`config.mk`:
```
export PLATFORM = sky130hd
export DESIGN_NAME = muldiv_unit
export DESIGN_NICKNAME = d
export VERILOG_FILES = /design/src/rtl/muldiv_unit.sv
export SDC_FILE = /design/constraint.sdc
export NUM_CORES = 1
export LEC_CHECK = 0
export BUFFER_PORTS_ARGS = -buffer_cell sky130_fd_sc_hd__buf_2
export CORE_MARGIN = 2
export CORE_UTILIZATION = 35
export CTS_CLUSTER_DIAMETER = 40
export DETAILED_ROUTE_END_ITERATION = 7
export SYNTH_ARGS = -nofsm -noshare
export SYNTH_HDL_FRONTEND = slang
export SYNTH_SLANG_ARGS = --single-unit
```
`constraint.sdc`:
```
create_clock -name clk -period 3.45 [get_ports clk]
set_input_delay 0.5175 -clock clk [delete_from_list [all_inputs] [get_ports clk]]
set_output_delay 0.5175 -clock clk [all_outputs]
set_load 0.03 [all_outputs]
```
`src/rtl/muldiv_unit.sv`:
```
// Iterative radix-2 multiply/divide unit holding the architectural HI/LO pair.
// MULT*/DIV* take WIDTH+1 cycles after acceptance; MTHI/MTLO and divide-by-zero complete at the accept edge.
module muldiv_unit #(
  parameter int WIDTH = 32,
  parameter int CNT_W = 6
) (
  input  logic             clk,
  input  logic             rst,
  input  logic             start,
  input  logic [2:0]       op,
  input  logic [WIDTH-1:0] SrcA,
  input  logic [WIDTH-1:0] SrcB,
  output logic             busy,
  output logic             done,
  output logic             div_zero,
  output logic [WIDTH-1:0] HI,
  output logic [WIDTH-1:0] LO
);

  typedef enum logic [1:0] {
    S_IDLE,
    S_CALC,
    S_FIX
  } state_t;

  localparam logic [1:0]       GRP_MUL  = 2'b00;
  localparam logic [1:0]       GRP_DIV  = 2'b01;
  localparam logic [1:0]       GRP_MT   = 2'b10;
  localparam logic [CNT_W-1:0] LAST_CNT = CNT_W'(WIDTH - 1);

  function automatic logic [WIDTH-1:0] f_neg_w(input logic [WIDTH-1:0] v, input logic en);
    return en ? -v : v;
  endfunction

  function automatic logic [2*WIDTH-1:0] f_neg_2w(input logic [2*WIDTH-1:0] v, input logic en);
    return en ? -v : v;
  endfunction

  function automatic logic [WIDTH-1:0] f_abs(input logic signed [WIDTH-1:0] v, input logic is_signed);
    return f_neg_w(v, is_signed && (v < 0));
  endfunction

  state_t             r_state;
  logic               r_busy;
  logic               r_done;
  logic               r_div_zero;
  logic [CNT_W-1:0]   r_cnt;
  logic [WIDTH-1:0]   r_hi;
  logic [WIDTH-1:0]   r_lo;

  logic               r_is_div;
  logic               r_neg_q;
  logic               r_neg_r;
  logic [WIDTH-1:0]   r_b;
  logic [2*WIDTH-1:0] r_acc;

  logic               w_is_mul;
  logic               w_is_div;
  logic               w_is_mt;
  logic               w_signed;
  logic               w_b_zero;
  logic               w_go_calc;
  logic               w_accept_calc;
  logic [WIDTH-1:0]   w_a_abs;
  logic [WIDTH-1:0]   w_b_abs;
  logic [WIDTH-1:0]   w_addend;
  logic [WIDTH:0]     w_mul_sum;
  logic [WIDTH:0]     w_div_sub;
  logic               w_div_ok;
  logic [2*WIDTH-1:0] w_mul_next;
  logic [2*WIDTH-1:0] w_div_next;
  logic [2*WIDTH-1:0] w_prod;
  logic [WIDTH-1:0]   w_res_hi;
  logic [WIDTH-1:0]   w_res_lo;

  assign w_is_mul      = (op[2:1] == GRP_MUL);
  assign w_is_div      = (op[2:1] == GRP_DIV);
  assign w_is_mt       = (op[2:1] == GRP_MT);
  assign w_signed      = op[0];
  assign w_b_zero      = (SrcB == '0);
  assign w_go_calc     = w_is_mul || (w_is_div && !w_b_zero);
  assign w_accept_calc = (r_state == S_IDLE) && start && w_go_calc;
  assign w_a_abs       = f_abs(SrcA, w_signed);
  assign w_b_abs       = f_abs(SrcB, w_signed);

  // Multiply step: r_acc = {partial product high, remaining multiplier bits}
  assign w_addend   = r_acc[0] ? r_b : '0;
  assign w_mul_sum  = {1'b0, r_acc[2*WIDTH-1:WIDTH]} + {1'b0, w_addend};
  assign w_mul_next = {w_mul_sum, r_acc[WIDTH-1:1]};

  // Divide step: r_acc = {partial remainder, dividend bits shifting into quotient}.
  // Remainder stays below the divisor, so the shifted value fits WIDTH+1 bits
  // and bit WIDTH of the difference is the borrow.
  assign w_div_sub  = {r_acc[2*WIDTH-1:WIDTH], r_acc[WIDTH-1]} - {1'b0, r_b};
  assign w_div_ok   = ~w_div_sub[WIDTH];
  assign w_div_next = w_div_ok ? {w_div_sub[WIDTH-1:0], r_acc[WIDTH-2:0], 1'b1}
                               : {r_acc[2*WIDTH-2:0], 1'b0};

  // Sign correction; MIN/-1 falls out naturally as quotient MIN, remainder 0
  assign w_prod   = f_neg_2w(r_acc, r_neg_q);
  assign w_res_hi = r_is_div ? f_neg_w(r_acc[2*WIDTH-1:WIDTH], r_neg_r) : w_prod[2*WIDTH-1:WIDTH];
  assign w_res_lo = r_is_div ? f_neg_w(r_acc[WIDTH-1:0], r_neg_q)       : w_prod[WIDTH-1:0];

  always_ff @(posedge clk) begin
    if (rst) begin
      r_state    <= S_IDLE;
      r_busy     <= 1'b0;
      r_done     <= 1'b0;
      r_div_zero <= 1'b0;
      r_cnt      <= '0;
      r_hi       <= '0;
      r_lo       <= '0;
    end else begin
      r_done <= 1'b0;
      case (r_state)
        S_IDLE: begin
          if (start) begin
            if (w_go_calc) begin
              r_state    <= S_CALC;
              r_busy     <= 1'b1;
              r_cnt      <= '0;
              r_div_zero <= 1'b0;
            end else if (w_is_div) begin
              r_hi       <= SrcA;
              r_lo       <= '1;
              r_done     <= 1'b1;
              r_div_zero <= 1'b1;
            end else if (w_is_mt) begin
              if (op[0]) r_lo <= SrcA;
              else       r_hi <= SrcA;
              r_done     <= 1'b1;
              r_div_zero <= 1'b0;
            end
          end
        end
        S_CALC: begin
          r_cnt <= r_cnt + CNT_W'(1);
          if (r_cnt == LAST_CNT) r_state <= S_FIX;
        end
        S_FIX: begin
          r_hi    <= w_res_hi;
          r_lo    <= w_res_lo;
          r_done  <= 1'b1;
          r_busy  <= 1'b0;
          r_state <= S_IDLE;
        end
        default: r_state <= S_IDLE;
      endcase
    end
  end

  // Operand/iteration datapath: loaded at acceptance, stepped once per CALC cycle
  always_ff @(posedge clk) begin
    if (w_accept_calc) begin
      r_is_div <= w_is_div;
      r_neg_q  <= w_signed && (SrcA[WIDTH-1] ^ SrcB[WIDTH-1]);
      r_neg_r  <= w_signed && SrcA[WIDTH-1];
      r_b      <= w_is_div ? w_b_abs : w_a_abs;
      r_acc    <= {{WIDTH{1'b0}}, (w_is_div ? w_a_abs : w_b_abs)};
    end else if (r_state == S_CALC) begin
      r_acc <= r_is_div ? w_div_next : w_mul_next;
    end
  end

  assign busy     = r_busy;
  assign done     = r_done;
  assign div_zero = r_div_zero;
  assign HI       = r_hi;
  assign LO       = r_lo;

endmodule
```
* Yosys cells after proc, flatten, opt, wreduce, memory -nomap -nowiden
Index checks and enable logic that the tools add are counted.
** Word-level totals
- Input port bits :: 70
- Output and inout port bits :: 67
- Register bits :: 174
** Cells by class
- Equal/unequal tests :: 12
- Add/subtract/negate cells :: 8
- $lt $le $gt $ge :: 2
- Mux-type cells :: 44
- Bitwise operators :: 1
- Reduce and logical (&&, ||, !) cells :: 22
** Operator list (number)
- 2-to-1 mux 32 bit :: 21
- 2-to-1 mux 64 bit :: 3
- negation 32 bit :: 4
- one-hot mux 32 bit (2 select lines) :: 2
- less-than comparator 32 x 1 -> 1 bit (second input constant) :: 2
- negation 64 bit :: 1
- adder 32 x 32 -> 33 bit :: 1
- subtractor 33 x 32 -> 33 bit :: 1
- logical NOT 32 bit :: 1
- 2-to-1 mux 6 bit :: 2
- one-hot mux 6 bit (2 select lines) :: 1
- AND reduction 3 bit :: 4
- AND reduction 5 bit :: 2
- 2-to-1 mux 1 bit :: 9
- != test 3 bit (second input constant) :: 3
- != test 2 bit (second input constant) :: 4
- logical AND 1 bit :: 7
- adder 6 x 1 -> 6 bit (second input constant) :: 1
- equality test 6 x 5 -> 1 bit (second input constant) :: 1
- 2-to-1 mux 2 bit :: 3
- nonzero test 2 bit :: 3
- equality test 2 x 1 -> 1 bit (second input constant) :: 2
- equality test 2 bit (second input constant) :: 2
- logical NOT 2 bit :: 2
- other kinds (6) :: 7

* Logic depth before layout (Yosys ltp)
- Depth in word-level cells :: 7
- Gate-level depth with buffers :: 14
- Mapped depth without buffers :: 12

* Worst setup path before layout
OpenSTA, ideal clock, no wires.
- Path kind :: input port to flip-flop
- From :: in SrcB[14]
- To :: reg r_acc[27], data pin
- Data arrival time :: 3282 ps
- Data required time :: 3181 ps
- Stages on the path :: 11
- Setup slack :: -100 ps
- Library setup time :: 269 ps
- Cell sequence :: or4_1 > nor4_1 > nand4_1 > o31ai_1 > and2_1 > or2_1 > buf_2 > inv_2 > buf_1 > nand2_1 > o21ai_0
** On the way
- Word-level cells in the longest chain between the ends :: 6
- Elaborated cells on any way between the ends :: 11
- Those cells by class :: add/sub (1); order compare (1); mux (3); reduce/logical (6)
** RTL lines
- start, declared :: RTL line 12 : input logic [WIDTH-1:0] SrcB,
- logical NOT 32 bit :: RTL line 80 : assign w_b_zero = (SrcB == '0);
- logical NOT 1 bit :: RTL line 81 : assign w_go_calc = w_is_mul || (w_is_div && !w_b_zero);
- logical AND 1 bit :: RTL line 81
- logical OR 1 bit :: RTL line 81
- logical AND 1 bit :: RTL line 82 : assign w_accept_calc = (r_state == S_IDLE) && start && w_go_calc;
- via w_accept_calc :: RTL line 63 : logic w_accept_calc;
- 2-to-1 mux 32 bit :: RTL line 154 : if (w_accept_calc) begin
- end signal, assigned :: RTL line 159 : r_acc <= {{WIDTH{1'b0}}, (w_is_div ? w_a_abs : w_b_abs)};
- end signal, assigned :: RTL line 161 : r_acc <= r_is_div ? w_div_next : w_mul_next;
- end, declared :: RTL line 55 : logic [2*WIDTH-1:0] r_acc;
The timed path passes the listed nets, and every way through them passes these cells.
A chain may end at the register's enable or synchronous reset.

* Final worst setup path
- From :: reg r_acc[0]
- To :: reg r_acc[61]
** On the way
- Word-level cells in the longest chain between the ends :: 3
** RTL lines
- 2-to-1 mux 32 bit :: RTL line 87 : assign w_addend = r_acc[0] ? r_b : '0;
- adder 32 x 32 -> 33 bit :: RTL line 88 : assign w_mul_sum = {1'b0, r_acc[2*WIDTH-1:WIDTH]} + {1'b0, w_addend};
- 2-to-1 mux 64 bit :: RTL line 161
Every way passes these cells.

==> impl_metrics.csv <==
group,metric,value,unit
grt,gr-usage-all-layers,0.255,
timing,hold_viol,0,
logic_synthesis,synth_most_common_cell,"nor2_1",
power_and_ir_drop,pwr-share-comb,0.502,
hold_path,hp-class,"flop to flop",
route,antenna_left,0,
worst_setup_path,r2r-start,"r_acc[0]",
timing,hold_slack,0.457,ns
die,start_util,0.357,
logic_synthesis,synth_seq_cells,174,
logic_synthesis,synth_top_area_share,0.146,
grt,grt_antenna_before_repair,4,
clock_network,cts_max_level,4,
cells_and_area,areaGrowthSynthToFinish,19.2,%
die,die-area,43400,um2
timing,setup_viol,0,
logic_synthesis,synth_edf_count,67,
die,dieWidth,208,um
power_and_ir_drop,switching_share,0.422,
placement,gp_congestion,0.965,
logic_synthesis,synth_fp_nets,1989,
timing,final_max_slew_viol_count,0,
die,num_io_pins,137,
worst_setup_path,r2r_end,"r_acc[61]",
logic_synthesis,syn-cell-area,14600,um2
outcome,outcome,"finished clean",
timing,max_freq,294,MHz
power_and_ir_drop,p_seq_frac,0.287,
power_and_ir_drop,peakVddDrop,0.379,mV
power_and_ir_drop,finalPower,9.08,mW
logic_synthesis,synthTopCellsByArea,"dfxtp_1 (15%), edfxtp_1 (14%), a21oi_1 (6.4%), ha_1 (6.2%), mux2i_1 (5.3%)",
hold_path,hold_start,"HI[22]",
route,drt-initial-drc-count,1617,
clock_network,cts_root_buf,"clkbuf_16",
route,drcViolationCount,0,
logic_synthesis,synthArstFlopShare,0,
clock_network,ctsHoldBuffers,0,
route,vias_per_cell,5.95,
worst_setup_path,critical_path_required,3.77,ns
logic_synthesis,netlist_top_cells_count,"nor2_1 (207), a21oi_1 (186), nand2_1 (145), o21ai_0 (120), dfxtp_1 (107)",
grt,grt_pass1_wl,86300,um
timing,grt_setup_unrepaired,"true",
placement,dpl_cell_area,16800,um2
die,fp.coreArea,41000,um2
grt,grt_overflow,0,
route,first_pass_iters,6,
job,cap_violations,0,
worst_setup_path,cp_max_fo,3,
timing,finalCritPeriodShare,0.985,
power_and_ir_drop,leakagePower,7.37,nW
hold_path,holdPathEnd,"HI[22]",
grt,grt_pass1_vias,14800,
route,wl_per_cell,22.0,um
cells_and_area,fin_util,0.425,
logic_synthesis,ys_warn_count,0,
power_and_ir_drop,switching_power,3.84,mW
logic_synthesis,synth_top_area_cell,"dfxtp_1",
clock_network,path_clk_slew,0.07,ns
hold_path,min_path_cells,2,
placement,port_buffers,136,
power_and_ir_drop,power_frac_clock,0.211,
cells_and_area,seqCellArea,4160,um2
die,num_rows,74,
cells_and_area,drive_above_1_share,0.190,
worst_setup_path,cp-end-kind,"flop",
route,num_vias,15400,
logic_synthesis,ys.flop_type,"dfxtp_1",
timing,skew,0.0148,ns
cells_and_area,multiInputGateArea,9880,um2
worst_setup_path,ff2ff_setup_slack,0.05,ns
timing,worst_slew_margin_rel,0.167,
logic_synthesis,synth.distinct_cells,83,
logic_synthesis,synthCells,1845,
timing,min_period,3.40,ns
cells_and_area,design_area,17400,um2
route,wl,56900,um
die,die_height,208,um
logic_synthesis,synth_area_per_cell,7.93,um2
clock_network,cts_made_buffers,17,
worst_setup_path,worstPathArrival,3.72,ns
timing,tightest_slew,1.25,ns
clock_network,cts_sinks,174,
worst_setup_path,criticalPathCategory,"flop to flop",
worst_setup_path,r2r_cells,13,
placement,dp_hpwl,44800,um
clock_network,clock_latency,0.45,ns
power_and_ir_drop,intPower,5.25,mW
cells_and_area,layout.filler_cells,4193,
worst_setup_path,critPathLaunchType,"flop",
cells_and_area,nets,2184,
grt,grt_max_degree,70,
clock_network,clk_path_buf_depth,2,
power_and_ir_drop,powerDensity,521,nW/um2
clock_network,cts_tree,"done",
logic_synthesis,ys_seq_area_frac,0.284,
==> worst max-delay path, stage by stage, from the launching register on <==
cell and delay [ns]:
edfxtp_1 0.42, and2_1 0.17, ha_2 0.18, fa_2 0.34
a21o_1 0.19, a221o_1 0.40, a211oi_2 0.25, buf_4 0.14
nand4b_1 0.18, nand3b_1 0.30, nand3_2 0.12, nand4_1 0.14
a21oi_2 0.06, a2111oi_1 0.37
==> worst max path at each step <==
stage / startpoint / end / slack (ns) / cells after the start
after floorplan: SrcB[14] / r_acc[27] / 0.03 / 11
after global placement: r_acc[9] / HI[3] / 0.04 / 11
after detailed placement: r_acc[9] / HI[3] / -0.02 / 11
after CTS: r_b[0] / r_acc[61] / 0.04 / 12
after global routing: r_acc[0] / r_acc[61] / -0.14 / 13
final: r_acc[0] / r_acc[61] / 0.05 / 13
==> kinds of logic (layout without fill, tap and decap cells) <==
| logic type | after synthesis | count (layout) | synth area share |
|---|---|---|---|
| AOI/OAI and AO/OA | 585 | 585 | 0.260 |
| and+or+nand+nor | 577 | 577 | 0.185 |
| buffers and inverters | 186 | 394 | 0.0495 |
| DFF | 174 | 174 | 0.284 |
| xor gates and xnor gates | 164 | 164 | 0.0982 |
| muxes | 85 | 85 | 0.0588 |
| adders and majority gates | 74 | 74 | 0.0643 |
| other | 0 | 1 | 0 |
==> through the flow <==
step | setup TNS (ns) | cells | setup slack, ns
global placement | 0 | 2551 | 0.0374
CTS | 0 | 2583 | 0.0353
finish | 0 | 2586 | 0.0531
detailed placement | -0.0253 | 2551 | -0.0152
floorplan | 0 | 1845 | 0.0330
global route | -0.364 | 2586 | -0.139
==> placed cells by master (no fill, tap or decap), types with 8 or more instances in the layout <==
master,n
mux2i_1,78
o41ai_1,8
edfxtp_1,67
nand4_1,12
o221a_2,18
nand2_1,145
inv_1,73
dfxtp_1,106
nor4_1,19
o22ai_1,8
or3_1,16
o21bai_1,10
a21o_1,34
a211oi_1,21
o31ai_1,27
nor2_1,207
ha_1,70
o21ai_0,118
o211ai_1,20
buf_4,144
nand3_1,37
and3_1,16
a311oi_1,23
xor2_1,80
nor3_1,44
xnor2_1,84
and2_1,16
a21oi_1,184
buf_2,136
nand2b_1,14
or4_1,9
a31oi_1,25
clkbuf_16,17
==> state kept, by name, indices dropped and copies added, names as in the netlist <==
name      cells
r_acc        64
HI           32
LO           32
r_b          32
r_cnt         6
r_state       2
busy          1
div_zero      1
done          1
r_is_div      1
r_neg_q       1
r_neg_r       1
==> layout make-up <==
cell class              count  share of cell area
well taps                 532              0.0382
flip-flops and latches    174               0.238
clock inverters            12             0.00646
clock buffers              20              0.0250
diodes                      1            0.000144
inverters                  75              0.0161
repair buffers            287               0.109
multi-input cells        1485               0.567
==> power groups by stage <==
stage                     combinational [mW]  clock, mW  sequential (mW)
after floorplan                         2.68          0             2.73
after global placement                  4.39          0             2.64
after detailed placement                4.42          0             2.64
after CTS                               4.45       1.92             2.60
after global routing                    4.93       1.99             2.63
final                                   4.56       1.91             2.61
==> what timing repair did <==
action | CTS | global route
pin swaps | 0 | 5
buffers inserted | 0 | 2
hold endpoints to repair | 0 | 0
setup endpoints to repair | 3 | 29
resized for setup | 2 | 22
==> metal layers <==
layer  track usage  part of all wire  vias to the layer above
li1              -                 -                     7182
met1         0.337              0.43                     7346
met2         0.410              0.45                      709
met3        0.0477             0.078                      150
met4         0.106             0.041                        6
met5             0           0.00072                        -
Note: power is estimated with default switching activity, not from simulation.
